### config.mk
export PLATFORM = sky130hd
export DESIGN_NAME = universal_shift_register_flat
export DESIGN_NICKNAME = d
export VERILOG_FILES = /design/src/rtl/usr_pkg.sv /design/src/rtl/universal_shift_register_if.sv /design/src/rtl/shift_word_counter.sv /design/src/rtl/universal_shift_register.sv /design/src/flat_wrapper.sv
export SDC_FILE = /design/constraint.sdc
export NUM_CORES = 1
export LEC_CHECK = 0
export BUFFER_PORTS_ARGS = -buffer_cell sky130_fd_sc_hd__buf_2
export CORE_AREA = 5 5 48 50
export CTS_BUF_LIST = sky130_fd_sc_hd__clkbuf_16
export CTS_CLUSTER_DIAMETER = 60
export CTS_CLUSTER_SIZE = 10
export DETAILED_ROUTE_END_ITERATION = 12
export DIE_AREA = 0 0 53 55
export PLACE_DENSITY = 0.83
export SYNTH_ARGS = -nofsm -noshare
export SYNTH_HDL_FRONTEND = slang
export SYNTH_SLANG_ARGS = --single-unit
### constraint.sdc
create_clock -name CLK -period 3.36 [get_ports CLK]
set_input_delay 0.336 -clock CLK [delete_from_list [all_inputs] [get_ports CLK]]
set_output_delay 0.336 -clock CLK [all_outputs]
set_load 0.02 [all_outputs]
### src/rtl/usr_pkg.sv
// Shared mode encodings and sizing helper for the universal shift register.
package usr_pkg;

  localparam logic [2:0] MODE_HOLD = 3'b000;
  localparam logic [2:0] MODE_SHL  = 3'b001;
  localparam logic [2:0] MODE_SHR  = 3'b010;
  localparam logic [2:0] MODE_ROL  = 3'b011;
  localparam logic [2:0] MODE_ROR  = 3'b100;
  localparam logic [2:0] MODE_LOAD = 3'b101;

  // Wide enough to hold the value WIDTH itself, not just WIDTH-1.
  function automatic int cnt_width(input int width);
    return $clog2(width + 1);
  endfunction

endpackage

### src/rtl/universal_shift_register_if.sv
// Control and data bundle of the universal shift register; master drives commands.
interface universal_shift_register_if #(
  parameter int WIDTH = 8
);
  localparam int CW = usr_pkg::cnt_width(WIDTH);

  logic             enable;
  logic [2:0]       mode;
  logic             serial_in_lsb;
  logic             serial_in_msb;
  logic [WIDTH-1:0] parallel_in;
  logic [WIDTH-1:0] parallel_out;
  logic             shift_out;
  logic [CW-1:0]    shift_count;
  logic             word_done;

  modport master (
    output enable, mode, serial_in_lsb, serial_in_msb, parallel_in,
    input  parallel_out, shift_out, shift_count, word_done
  );

  modport slave (
    input  enable, mode, serial_in_lsb, serial_in_msb, parallel_in,
    output parallel_out, shift_out, shift_count, word_done
  );

endinterface

### src/rtl/shift_word_counter.sv
// Counts shifts within a word and pulses word_done for one cycle after each full word.
module shift_word_counter
  import usr_pkg::*;
#(
  parameter int WIDTH = 8,
  localparam int CW = cnt_width(WIDTH)
) (
  input  logic          CLK,
  input  logic          RST,
  input  logic          clear,
  input  logic          step,
  output logic [CW-1:0] shift_count,
  output logic          word_done
);

  always_ff @(posedge CLK) begin
    if (RST) begin
      shift_count <= '0;
      word_done   <= 1'b0;
    end else begin
      word_done <= 1'b0;
      if (clear) begin
        shift_count <= '0;
      end else if (step) begin
        // The last shift of a word wraps the count and raises the pulse together.
        if (shift_count == CW'(WIDTH - 1)) begin
          shift_count <= '0;
          word_done   <= 1'b1;
        end else begin
          shift_count <= shift_count + CW'(1);
        end
      end
    end
  end

endmodule

### src/rtl/universal_shift_register.sv
// Parametrised bidirectional shift/rotate register with parallel load and word counter.
module universal_shift_register
  import usr_pkg::*;
#(
  parameter int               WIDTH       = 8,
  parameter logic [WIDTH-1:0] RESET_VALUE = '0
) (
  input  logic                      CLK,
  input  logic                      RST,
  universal_shift_register_if.slave bus
);

  logic [WIDTH-1:0] bits;
  logic             shift_out_q;
  logic             shift_op;
  logic             load_op;

  assign shift_op = bus.enable && (bus.mode inside {MODE_SHL, MODE_SHR, MODE_ROL, MODE_ROR});
  assign load_op  = bus.enable && (bus.mode == MODE_LOAD);

  always_ff @(posedge CLK) begin
    if (RST) begin
      bits        <= RESET_VALUE;
      shift_out_q <= 1'b0;
    end else if (bus.enable) begin
      // Reserved encodings fall through to the default and hold like HOLD.
      case (bus.mode)
        MODE_SHL: begin
          bits        <= {bits[WIDTH-2:0], bus.serial_in_lsb};
          shift_out_q <= bits[WIDTH-1];
        end
        MODE_SHR: begin
          bits        <= {bus.serial_in_msb, bits[WIDTH-1:1]};
          shift_out_q <= bits[0];
        end
        MODE_ROL: begin
          bits        <= {bits[WIDTH-2:0], bits[WIDTH-1]};
          shift_out_q <= bits[WIDTH-1];
        end
        MODE_ROR: begin
          bits        <= {bits[0], bits[WIDTH-1:1]};
          shift_out_q <= bits[0];
        end
        MODE_LOAD: begin
          bits <= bus.parallel_in;
        end
        default: begin
          bits        <= bits;
          shift_out_q <= shift_out_q;
        end
      endcase
    end
  end

  shift_word_counter #(
    .WIDTH(WIDTH)
  ) u_counter (
    .CLK         (CLK),
    .RST         (RST),
    .clear       (load_op),
    .step        (shift_op),
    .shift_count (bus.shift_count),
    .word_done   (bus.word_done)
  );

  assign bus.parallel_out = bits;
  assign bus.shift_out    = shift_out_q;

endmodule

### src/flat_wrapper.sv
// flat-port wrapper written by rule: the top's interface ports become plain ports
module universal_shift_register_flat import usr_pkg::*;
#(
  parameter int               WIDTH       = 8,
  parameter logic [WIDTH-1:0] RESET_VALUE = '0
)
  (CLK, RST, bus_enable, bus_mode, bus_serial_in_lsb, bus_serial_in_msb, bus_parallel_in, bus_parallel_out, bus_shift_out, bus_shift_count, bus_word_done);
  universal_shift_register_if #(.WIDTH(WIDTH)) bus_i ();
  input  logic CLK;
  input  logic RST;
  input wire logic [$bits(bus_i.enable)-1:0] bus_enable;
  input wire logic [$bits(bus_i.mode)-1:0] bus_mode;
  input wire logic [$bits(bus_i.serial_in_lsb)-1:0] bus_serial_in_lsb;
  input wire logic [$bits(bus_i.serial_in_msb)-1:0] bus_serial_in_msb;
  input wire logic [$bits(bus_i.parallel_in)-1:0] bus_parallel_in;
  output wire logic [$bits(bus_i.parallel_out)-1:0] bus_parallel_out;
  output wire logic [$bits(bus_i.shift_out)-1:0] bus_shift_out;
  output wire logic [$bits(bus_i.shift_count)-1:0] bus_shift_count;
  output wire logic [$bits(bus_i.word_done)-1:0] bus_word_done;
  assign bus_i.enable = bus_enable;
  assign bus_i.mode = bus_mode;
  assign bus_i.serial_in_lsb = bus_serial_in_lsb;
  assign bus_i.serial_in_msb = bus_serial_in_msb;
  assign bus_i.parallel_in = bus_parallel_in;
  assign bus_parallel_out = bus_i.parallel_out;
  assign bus_shift_out = bus_i.shift_out;
  assign bus_shift_count = bus_i.shift_count;
  assign bus_word_done = bus_i.word_done;
  universal_shift_register #(.WIDTH(WIDTH), .RESET_VALUE(RESET_VALUE)) u_core (.CLK(CLK), .RST(RST), .bus(bus_i));
endmodule
==> results.cfg, run 1 <==
[status]
status = completed

[setup_path]
r2r_start = u_core.u_counter.shift_count[0]$_SDFFE_PP0P_
required_ns = 3.53
r2r_slack_ns = 2.05
path_class = in2reg
critPathArrivalTime_ns = 1.67
crit_path_max_fanout = 27
cp_top_family = simple AND/OR/NAND/NOR gates
critPathMaxStageDelay_ns = 0.50
path_cells = buf_2, or3_4, nand3_4, or4b_1, a21oi_1
worst_setup_path_end_kind = flip-flop
crit_slowest_cell = or4b_1
startpoint_type = input port
worstRegToRegCells = 4
critPathBufInv = 1
r2r_end = u_core.u_counter.shift_count[3]$_SDFFE_PP0P_

[min_path]
hold-path-endpoint = u_core.bus.parallel_out[5]$_SDFFE_PP0P_
hold_start = RST
hold_depth = 2
hold_class = in2reg

[detailed_routing]
via_per_inst = 5.72
wire_per_inst_um = 13.6
first_pass_iters = 4
drc = 0
routed_wl_um = 2160
drtIter0Drc = 26
vias = 903
antenna_left = 0

[yosys]
avgSynthCellArea_um2 = 8.42
synth_top_family_by_area = compound AO/OA/AOI/OAI gates
synth-async-reset-ratio = 0
synth_top_cell_area_share = 0.317
netlist_area_um2 = 885
ys_types = 36
synth_nets = 122
yosysSeqAreaShare = 0.317
ys.warnings.count = 0
synth_edf_count = 0
synth_compound_area_frac = 0.283
ys_ff_latch = 14
synth_xor_area_frac = 0.0198
synth_fa_ha_area_frac = 0.0141
synth.area.mux_share = 0.0113
synth.top_cells.by_count = 14 x dfxtp_1, 10 x a21oi_1, 10 x nand2_1
synthFlopType = dfxtp_1
syn_inst = 105
synth.largest_area_cell = dfxtp_1
synthSimpleGateAreaFrac = 0.279
synth_most_common_cell = dfxtp_1
synthTopCellsByArea = dfxtp_1 32%, a21oi_1 5.7%, a32o_1 5.7%

[clock_network]
clock_latency_ns = 0.24
clk_pin_slew_ns = 0.05
postCtsSetupBuffers = 0
cts_resized = 0
cts_tree = done
cts.path.max_buffers = 2
cts_sinks = 14
cts_made_buffers = 3
h-tree-depth = 1
cts_root_buf = clkbuf_16
ctsHoldBuffers = 0

[timing]
max_freq_mhz = 665
finalSetupTns_ns = 0
layout_min_cycle_time_ns = 1.50
rsz0062_at_grt = no
worstMarginPinSlew_ns = 0.510
skew_ns = 0.00252
period_share = 0.447
setup_viol = 0
hold_viol = 0
relSlewSlack = 0.659
slew_violations = 0

[placed_design]
gp_congestion = 0.849
dpl_cell_area_um2 = 1010
port_buffers = 29
dp_hpwl_um = 1580

[finish]
layout.nets = 149
layout-drive-gt1-share = 0.305
final_cell_area_um2 = 1090
diodes = 0
fillers = 165
area_delta_synth_final_pct = 22.8

[floorplan]
die-area_um2 = 2920
num_io_pins = 30
die_h_um = 55
row_count = 16
dieWidth_um = 53
start_util = 0.475
core-area_um2 = 1860

[global_routing]
grt_pass1_vias = 867
grt_pass1_wl_um = 3660
grt_usage = 0.169
antenna_found_initial = 0
grt_start_max_net_pins = 28
overflow = 0

[job]
maxCapViolCount = 0

[power]
p_leak_nw = 0.455
power_density_nw_per_um2 = 460
irDropWorstVdd_v = 0.000268
how the worst max path moves through the flow:
| stage | startpoint | end | slack [ns] | cells past startpoint |
|---|---|---|---|---|
| after global placement | bus_mode[0] | u_core.u_counter.shift_count[3]$_SDFFE_PP0P_ | 1.68 | 5 |
| after CTS | bus_mode[0] | u_core.u_counter.shift_count[3]$_SDFFE_PP0P_ | 1.87 | 5 |
| after global routing | bus_mode[0] | u_core.u_counter.shift_count[3]$_SDFFE_PP0P_ | 1.76 | 5 |
| final | bus_mode[0] | u_core.u_counter.shift_count[3]$_SDFFE_PP0P_ | 1.86 | 5 |
| after detailed placement | bus_mode[0] | u_core.u_counter.shift_count[3]$_SDFFE_PP0P_ | 1.62 | 5 |
| after floorplan | bus_mode[1] | u_core.u_counter.shift_count[3]$_SDFFE_PP0P_ | 1.96 | 5 |
state kept, by name, indices dropped and copies added (netlist names):
name and count:
u_core.bus.parallel_out 8, u_core.bus.shift_out 1, u_core.u_counter.shift_count 4, u_core.u_counter.word_done 1
metal layers:
layer	up-vias	track usage	wire (um)
li1	444	-	-
met1	420	0.205	941
met2	35	0.277	1030
met3	4	0.0456	168
met4	0	0.0809	20
met5	-	0	0
kinds of logic after synthesis:
| family | count (synthesis) |
|---|---|
| simple gates | 41 |
| buf+inv | 10 |
| compound gates | 36 |
| xor+xnor | 2 |
| flops | 14 |
| fa+ha+maj | 1 |
| mux | 1 |
placed cells by master (no fill, tap or decap), drive strengths merged, types with 2 or more instances in the layout:
cell type,n
buf,29
dfxtp,14
a21oi,10
nand2,10
nor2b,8
o21ai,8
nor2,7
or3,6
o22ai,5
a32o,5
inv,3
a311oi,3
clkbuf,3
and3,2
nand3,2
layout make-up:
type / instances / area (um2) / area share
clock buffers: 3 / 75.1 / 0.0691
well taps: 27 / 33.8 / 0.0311
flip-flops and latches: 14 / 280 / 0.258
repair buffers: 29 / 145 / 0.134
clock inverters: 1 / 3.75 / 0.00346
multi-input cells: 81 / 537 / 0.494
inverters: 3 / 11.3 / 0.0104
through the flow:
step	util	std cells	power [mW]	hold slack [ns]	worst slack, ns
final	0.583	158	0.500	0.356	1.86
after global placement	0.541	154	0.276	0.480	1.68
after CTS	0.583	158	0.504	0.359	1.87
after detailed placement	0.541	154	0.278	0.486	1.62
after global routing	0.583	158	0.526	0.361	1.76
after floorplan	-	105	0.253	0.408	1.96
power breakdown:
group	internal [mW]	total, mW	switching (mW)
clock	0.157	0.223	0.0662
combinational	0.0372	0.0921	0.0549
sequential	0.175	0.184	0.00910
total	0.370	0.500	0.130
(Power assumes the default switching activity.)
==> inputs of run 2 (changes only) <==
--- a/config.mk
+++ b/config.mk
@@ -6,13 +6,13 @@
 export NUM_CORES = 1
 export LEC_CHECK = 0
 export BUFFER_PORTS_ARGS = -buffer_cell sky130_fd_sc_hd__buf_2
-export CORE_AREA = 5 5 48 50
+export CORE_AREA = 5 5 49 51
 export CTS_BUF_LIST = sky130_fd_sc_hd__clkbuf_16
 export CTS_CLUSTER_DIAMETER = 60
 export CTS_CLUSTER_SIZE = 10
 export DETAILED_ROUTE_END_ITERATION = 12
-export DIE_AREA = 0 0 53 55
-export PLACE_DENSITY = 0.83
+export DIE_AREA = 0 0 54 56
+export PLACE_DENSITY = 0.8
 export SYNTH_ARGS = -nofsm -noshare
 export SYNTH_HDL_FRONTEND = slang
 export SYNTH_SLANG_ARGS = --single-unit
==> constraint.sdc (replaced) <==
create_clock -name CLK -period 1.5 [get_ports CLK]
set_input_delay 0.15 -clock CLK [delete_from_list [all_inputs] [get_ports CLK]]
set_output_delay 0.15 -clock CLK [all_outputs]
set_load 0.02 [all_outputs]
==> run 2 against run 1 <==
  * Count of clock-buffer cells in the layout is the same
  * Clock power increased by 130%
  * Cell area grew 4.1%
  * Worst setup slack got worse by 1.6 ns
  * Sequential power grew 120%
  * Worst hold slack worse by 0.17 ns
  * Largest cell class unchanged
  * Flip-flop and latch count unchanged
  * Combinational power increased by 140%
==> results.cfg, run 2 (synthesis results as in run 1) <==
[setup_path]
path_class = reg2reg
worstRegToRegCells = 4
required_ns = 1.68
worst_setup_path_end_kind = flip-flop
critPathArrivalTime_ns = 1.46
startpoint_type = flip-flop
crit_path_max_fanout = 5

[clock_network]
cts_root_buf = clkbuf_16
cts_resized = 0
postCtsSetupBuffers = 0
clk_pin_slew_ns = 0.05
h-tree-depth = 1
clock_latency_ns = 0.24
ctsHoldBuffers = 0
cts.path.max_buffers = 2
cts_tree = done
cts_made_buffers = 3
cts_sinks = 14

[floorplan]
die_h_um = 56
die-area_um2 = 3020
start_util = 0.465
num_io_pins = 30
row_count = 16
core-area_um2 = 1900
dieWidth_um = 54

[min_path]
hold_class = in2reg
hold_depth = 2

[global_routing]
grt_pass1_wl_um = 3930
grt_usage = 0.170
grt_start_max_net_pins = 23
grt_pass1_vias = 907
overflow = 0
antenna_found_initial = 0

[power]
clkPwrFrac = 0.444
cellInternalPower_mw = 0.839
p_leak_nw = 0.486
pwr-share-comb = 0.195
power_density_nw_per_um2 = 1010
p_sw_mw = 0.299
p_seq_frac = 0.361
p_sw_frac = 0.263
irDropWorstVdd_v = 0.000453

[status]
status = completed

[finish]
diodes = 0
largest_reg_flops = 8
multi_input_comb_area_um2 = 537
layout-drive-gt1-share = 0.336
area_delta_synth_final_pct = 27.9
final_common_cell = buf_2
fillers = 185
mostFrequentLayoutCells = 29 x buf_2, 14 x dfxtp_1, 10 x a21oi_1, 10 x nand2_1, 8 x nor2b_1
regArea_um2 = 280
layout.nets = 155

[detailed_routing]
first_pass_iters = 4
vias = 920
routed_wl_um = 2300
wire_per_inst_um = 14.0
drc = 0
via_per_inst = 5.61
antenna_left = 0
drtIter0Drc = 23

[placed_design]
gp_congestion = 0.799
port_buffers = 29
dp_hpwl_um = 1790
pre_cts_slack_ns = 0.0905

[timing]
hold_viol = 0
slew_violations = 0
hold-worst-slack_ns = 0.183
layout_min_cycle_time_ns = 1.29
period_share = 0.857
setup_viol = 0
relSlewSlack = 0.697
worst_slack_ns = 0.215
max_freq_mhz = 778
finalSetupTns_ns = 0
rsz0062_at_grt = no
worstMarginPinSlew_ns = 0.451
skew_ns = 0.00143

[job]
maxCapViolCount = 0
## run 2: cell count changes in the layout (fill, tap and decap cells not counted)
cell	previous run	this run
buf_4	0	6
## run 2: final cells by class
type,count,share of cell area
Clock buffer,3,0.0664
Clock inverter,1,0.00332
Inverter,3,0.00996
Multi-Input combinational cell,81,0.475
Sequential cell,14,0.248
Tap cell,27,0.0299
Timing Repair Buffer,35,0.168
## run 2: metal layers
| layer | share of wire | up-vias | routed length (um) | global-route usage |
|---|---|---|---|---|
| met1 | 0.43 | 427 | 988 | 0.224 |
| met3 | 0.067 | 0 | 153 | 0.0349 |
| met4 | 0 | 0 | 0 | 0.0605 |
| met2 | 0.50 | 38 | 1160 | 0.266 |
| li1 | - | 455 | - | - |
| met5 | 0 | - | 0 | 0 |
## run 2: through the flow
step	area, um2	instances	util	total power [mW]
2_1_floorplan	885	105	-	0.567
3_3_place_gp	1050	160	0.553	0.633
3_5_place_dp	1050	160	0.553	0.640
4_1_cts	1130	164	0.595	1.15
5_1_grt	1130	164	0.595	1.19
6_report	1130	164	0.595	1.14
## run 2: power by group through the flow
stage / Sequential [mW] / Combinational, mW / Clock, mW
6_report: 0.411 / 0.222 / 0.505
2_1_floorplan: 0.439 / 0.128 / 0
4_1_cts: 0.411 / 0.222 / 0.519
5_1_grt: 0.414 / 0.248 / 0.530
3_3_place_gp: 0.417 / 0.216 / 0
3_5_place_dp: 0.417 / 0.222 / 0
## run 2: worst paths after layout
path / slack (ns) / from / endpoint
max reg2reg: 0.21 / u_core.u_counter.shift_count[0]$_SDFFE_PP0P_ / u_core.u_counter.shift_count[3]$_SDFFE_PP0P_
max: 0.21 / u_core.u_counter.shift_count[0]$_SDFFE_PP0P_ / u_core.u_counter.shift_count[3]$_SDFFE_PP0P_
min reg2reg: 0.49 / u_core.u_counter.shift_count[1]$_SDFFE_PP0P_ / u_core.u_counter.shift_count[1]$_SDFFE_PP0P_
min: 0.18 / RST / u_core.bus.parallel_out[7]$_SDFFE_PP0P_
## run 2: critical path, stage by stage, from the launching register on
cell and delay (ns):
dfxtp_1 0.33, ha_1 0.22, nand2_1 0.10, or4b_1 0.44, a21oi_1 0.12
==> inputs of run 3 (changes only) <==
--- a/config.mk
+++ b/config.mk
@@ -12,7 +12,9 @@
 export CTS_CLUSTER_SIZE = 10
 export DETAILED_ROUTE_END_ITERATION = 12
 export DIE_AREA = 0 0 54 56
+export GPL_TIMING_DRIVEN = 0
 export PLACE_DENSITY = 0.8
 export SYNTH_ARGS = -nofsm -noshare
 export SYNTH_HDL_FRONTEND = slang
+export SYNTH_HIERARCHICAL = 1
 export SYNTH_SLANG_ARGS = --single-unit
==> run 3 against run 2 <==
  * Routed wire length shrank 4.0%
  * Critical path depth grew 3
  * Sequential power is essentially flat
  * First-iteration DRC count shrank 17%
  * Critical path type is now in2reg
==> results.cfg, run 3 <==
[setup_path]
setup.worst_path.end = u_core/u_counter/shift_count[3]$_SDFFE_PP0P_
required_ns = 1.63
crit_path_max_fanout = 10
r2r_start = u_core/bus.parallel_out[7]$_SDFFE_PP0P_
cpMostUsedCell = buf_6
critPathArrivalTime_ns = 1.46
path_class = in2reg
crit_slowest_cell = or3_4
startpoint_type = input port
worst_setup_path_end_kind = flip-flop
r2r_end = u_core/bus.parallel_out[0]$_SDFFE_PP0P_
path_cells = buf_2, buf_6, or3_4, and3_4, buf_6, nand4_2, mux2_1
worstRegToRegCells = 3
r2r_slack_ns = 0.32
critPathMaxStageDelay_ns = 0.36
crit_start = bus_mode[0]

[placed_design]
port_buffers = 29
dp_cells = 151
gp_congestion = 0.813
dp_hpwl_um = 1720

[clock_network]
cts_root_buf = clkbuf_16
cts_resized = 0
h-tree-depth = 1
postCtsSetupBuffers = 0
clk_pin_slew_ns = 0.05
ctsHoldBuffers = 0
cts.path.max_buffers = 2
cts_sinks = 14
clock_latency_ns = 0.24
cts_tree = done
cts_made_buffers = 3

[status]
status = completed

[floorplan]
start_util = 0.461
die-area_um2 = 3020
num_io_pins = 30
dieWidth_um = 54
row_count = 16
die_h_um = 56
core-area_um2 = 1900

[finish]
regArea_um2 = 280
mostFrequentLayoutCells = 29 x buf_2, 14 x dfxtp_1, 10 x inv_1
layout.nets = 146
layout-drive-gt1-share = 0.367
diodes = 0
area_delta_synth_final_pct = 29.4
largest_reg_flops = 8
multi_input_comb_area_um2 = 514
post_layout_nonfiller_instances = 155
final_common_cell = buf_2
fillers = 174

[yosys]
ys_types = 44
synth_top_cell_area_share = 0.320
ys_ff_latch = 14
avgSynthCellArea_um2 = 9.23
synth_edf_count = 0
synth.top_cells.by_count = 14 x dfxtp_1, 10 x inv_1, 6 x a21oi_1, 6 x o32ai_1, 5 x o22ai_1
synth_most_common_cell = dfxtp_1
syn_inst = 95
synthFlopType = dfxtp_1
netlist_area_um2 = 877
synth.largest_area_cell = dfxtp_1
synth_nets = 112
synth-async-reset-ratio = 0
synthTopCellsByArea = dfxtp_1 32%, o32ai_1 6.0%, inv_1 4.3%
ys.warnings.count = 6
yosysSeqAreaShare = 0.320

[power]
power.total_mw = 1.14
irDropWorstVdd_v = 0.000767
p_leak_nw = 0.497
power_density_nw_per_um2 = 1000

[global_routing]
grt_usage = 0.159
grt_pass1_vias = 875
antenna_found_initial = 0
overflow = 0
grt_start_max_net_pins = 11
grt_pass1_wl_um = 3660

[detailed_routing]
wire_per_inst_um = 14.3
vias = 868
routed_wl_um = 2210
first_pass_iters = 4
drc = 0
drtIter0Drc = 19
antenna_left = 0
via_per_inst = 5.60

[timing]
relSlewSlack = 0.666
layout_min_cycle_time_ns = 1.33
hold-worst-slack_ns = 0.189
finalSetupTns_ns = 0
setup_viol = 0
rsz0062_at_grt = no
worstMarginPinSlew_ns = 0.489
skew_ns = 0.00483
period_share = 0.884
slew_violations = 0
hold_viol = 0
max_freq_mhz = 754

[job]
maxCapViolCount = 0

[min_path]
hold_class = in2reg
==> run 3: stage by stage <==
stage,utilization,setup WS (ns),instance area (um2)
2_1_floorplan,-,0.0968,877
3_3_place_gp,0.555,-0.0620,1060
3_5_place_dp,0.555,-0.0817,1060
4_1_cts,0.597,0.176,1130
5_1_grt,0.597,0.124,1130
6_report,0.597,0.174,1130
==> run 3: logic make-up (layout without fill, tap and decap cells) <==
logic type,after synthesis,count (layout),share of synthesized area
AND/OR/NAND/NOR,25,25,0.205
adder cells (fa/ha/maj),1,1,0.0143
AO/OA/AOI/OAI,34,34,0.294
buffers and inverters,15,48,0.0942
multiplexers,4,4,0.0528
flip-flops,14,14,0.320
XOR/XNOR,2,2,0.0200
==> run 3: layout make-up <==
| type | count | share of cell area |
|---|---|---|
| clock inverter | 1 | 0.00331 |
| tap | 27 | 0.0298 |
| timing repair buffer | 29 | 0.128 |
| sequential | 14 | 0.247 |
| inverter | 10 | 0.0331 |
| multi-input combinational | 66 | 0.453 |
| clock buffer | 3 | 0.0662 |
| buffer | 5 | 0.0397 |
==> run 3: routing by layer <==
metal,up-vias,global-route usage,wire [um]
li1,431,-,-
met1,397,0.180,896
met2,37,0.265,1120
met3,3,0.0590,176
met4,0,0.0534,19
met5,-,0,0
==> run 3: worst min-delay path by stage <==
stage	from	end	slack [ns]	cells after the start
3_5_place_dp	RST	u_core/bus.shift_out$_SDFFE_PP0P_	0.44	2
4_1_cts	RST	u_core/bus.shift_out$_SDFFE_PP0P_	0.18	2
6_report	RST	u_core/bus.shift_out$_SDFFE_PP0P_	0.19	2
2_1_floorplan	RST	u_core/bus.shift_out$_SDFFE_PP0P_	0.22	1
3_3_place_gp	RST	u_core/bus.shift_out$_SDFFE_PP0P_	0.44	2
5_1_grt	RST	u_core/bus.shift_out$_SDFFE_PP0P_	0.20	2
==> run 3: report_power, final <==
part	internal, mW	total, mW	switching, mW	leakage (nW)
Combinational	0.0969	0.218	0.121	0.344
Clock	0.352	0.504	0.152	0.0385
Sequential	0.393	0.414	0.0215	0.114
==> run 3: critical path, delay by kind of cell <==
kind                   cells  cell delay [ns]
AND/OR/NAND/NOR            3             0.61
buffers and inverters      3             0.38
multiplexers               1             0.31
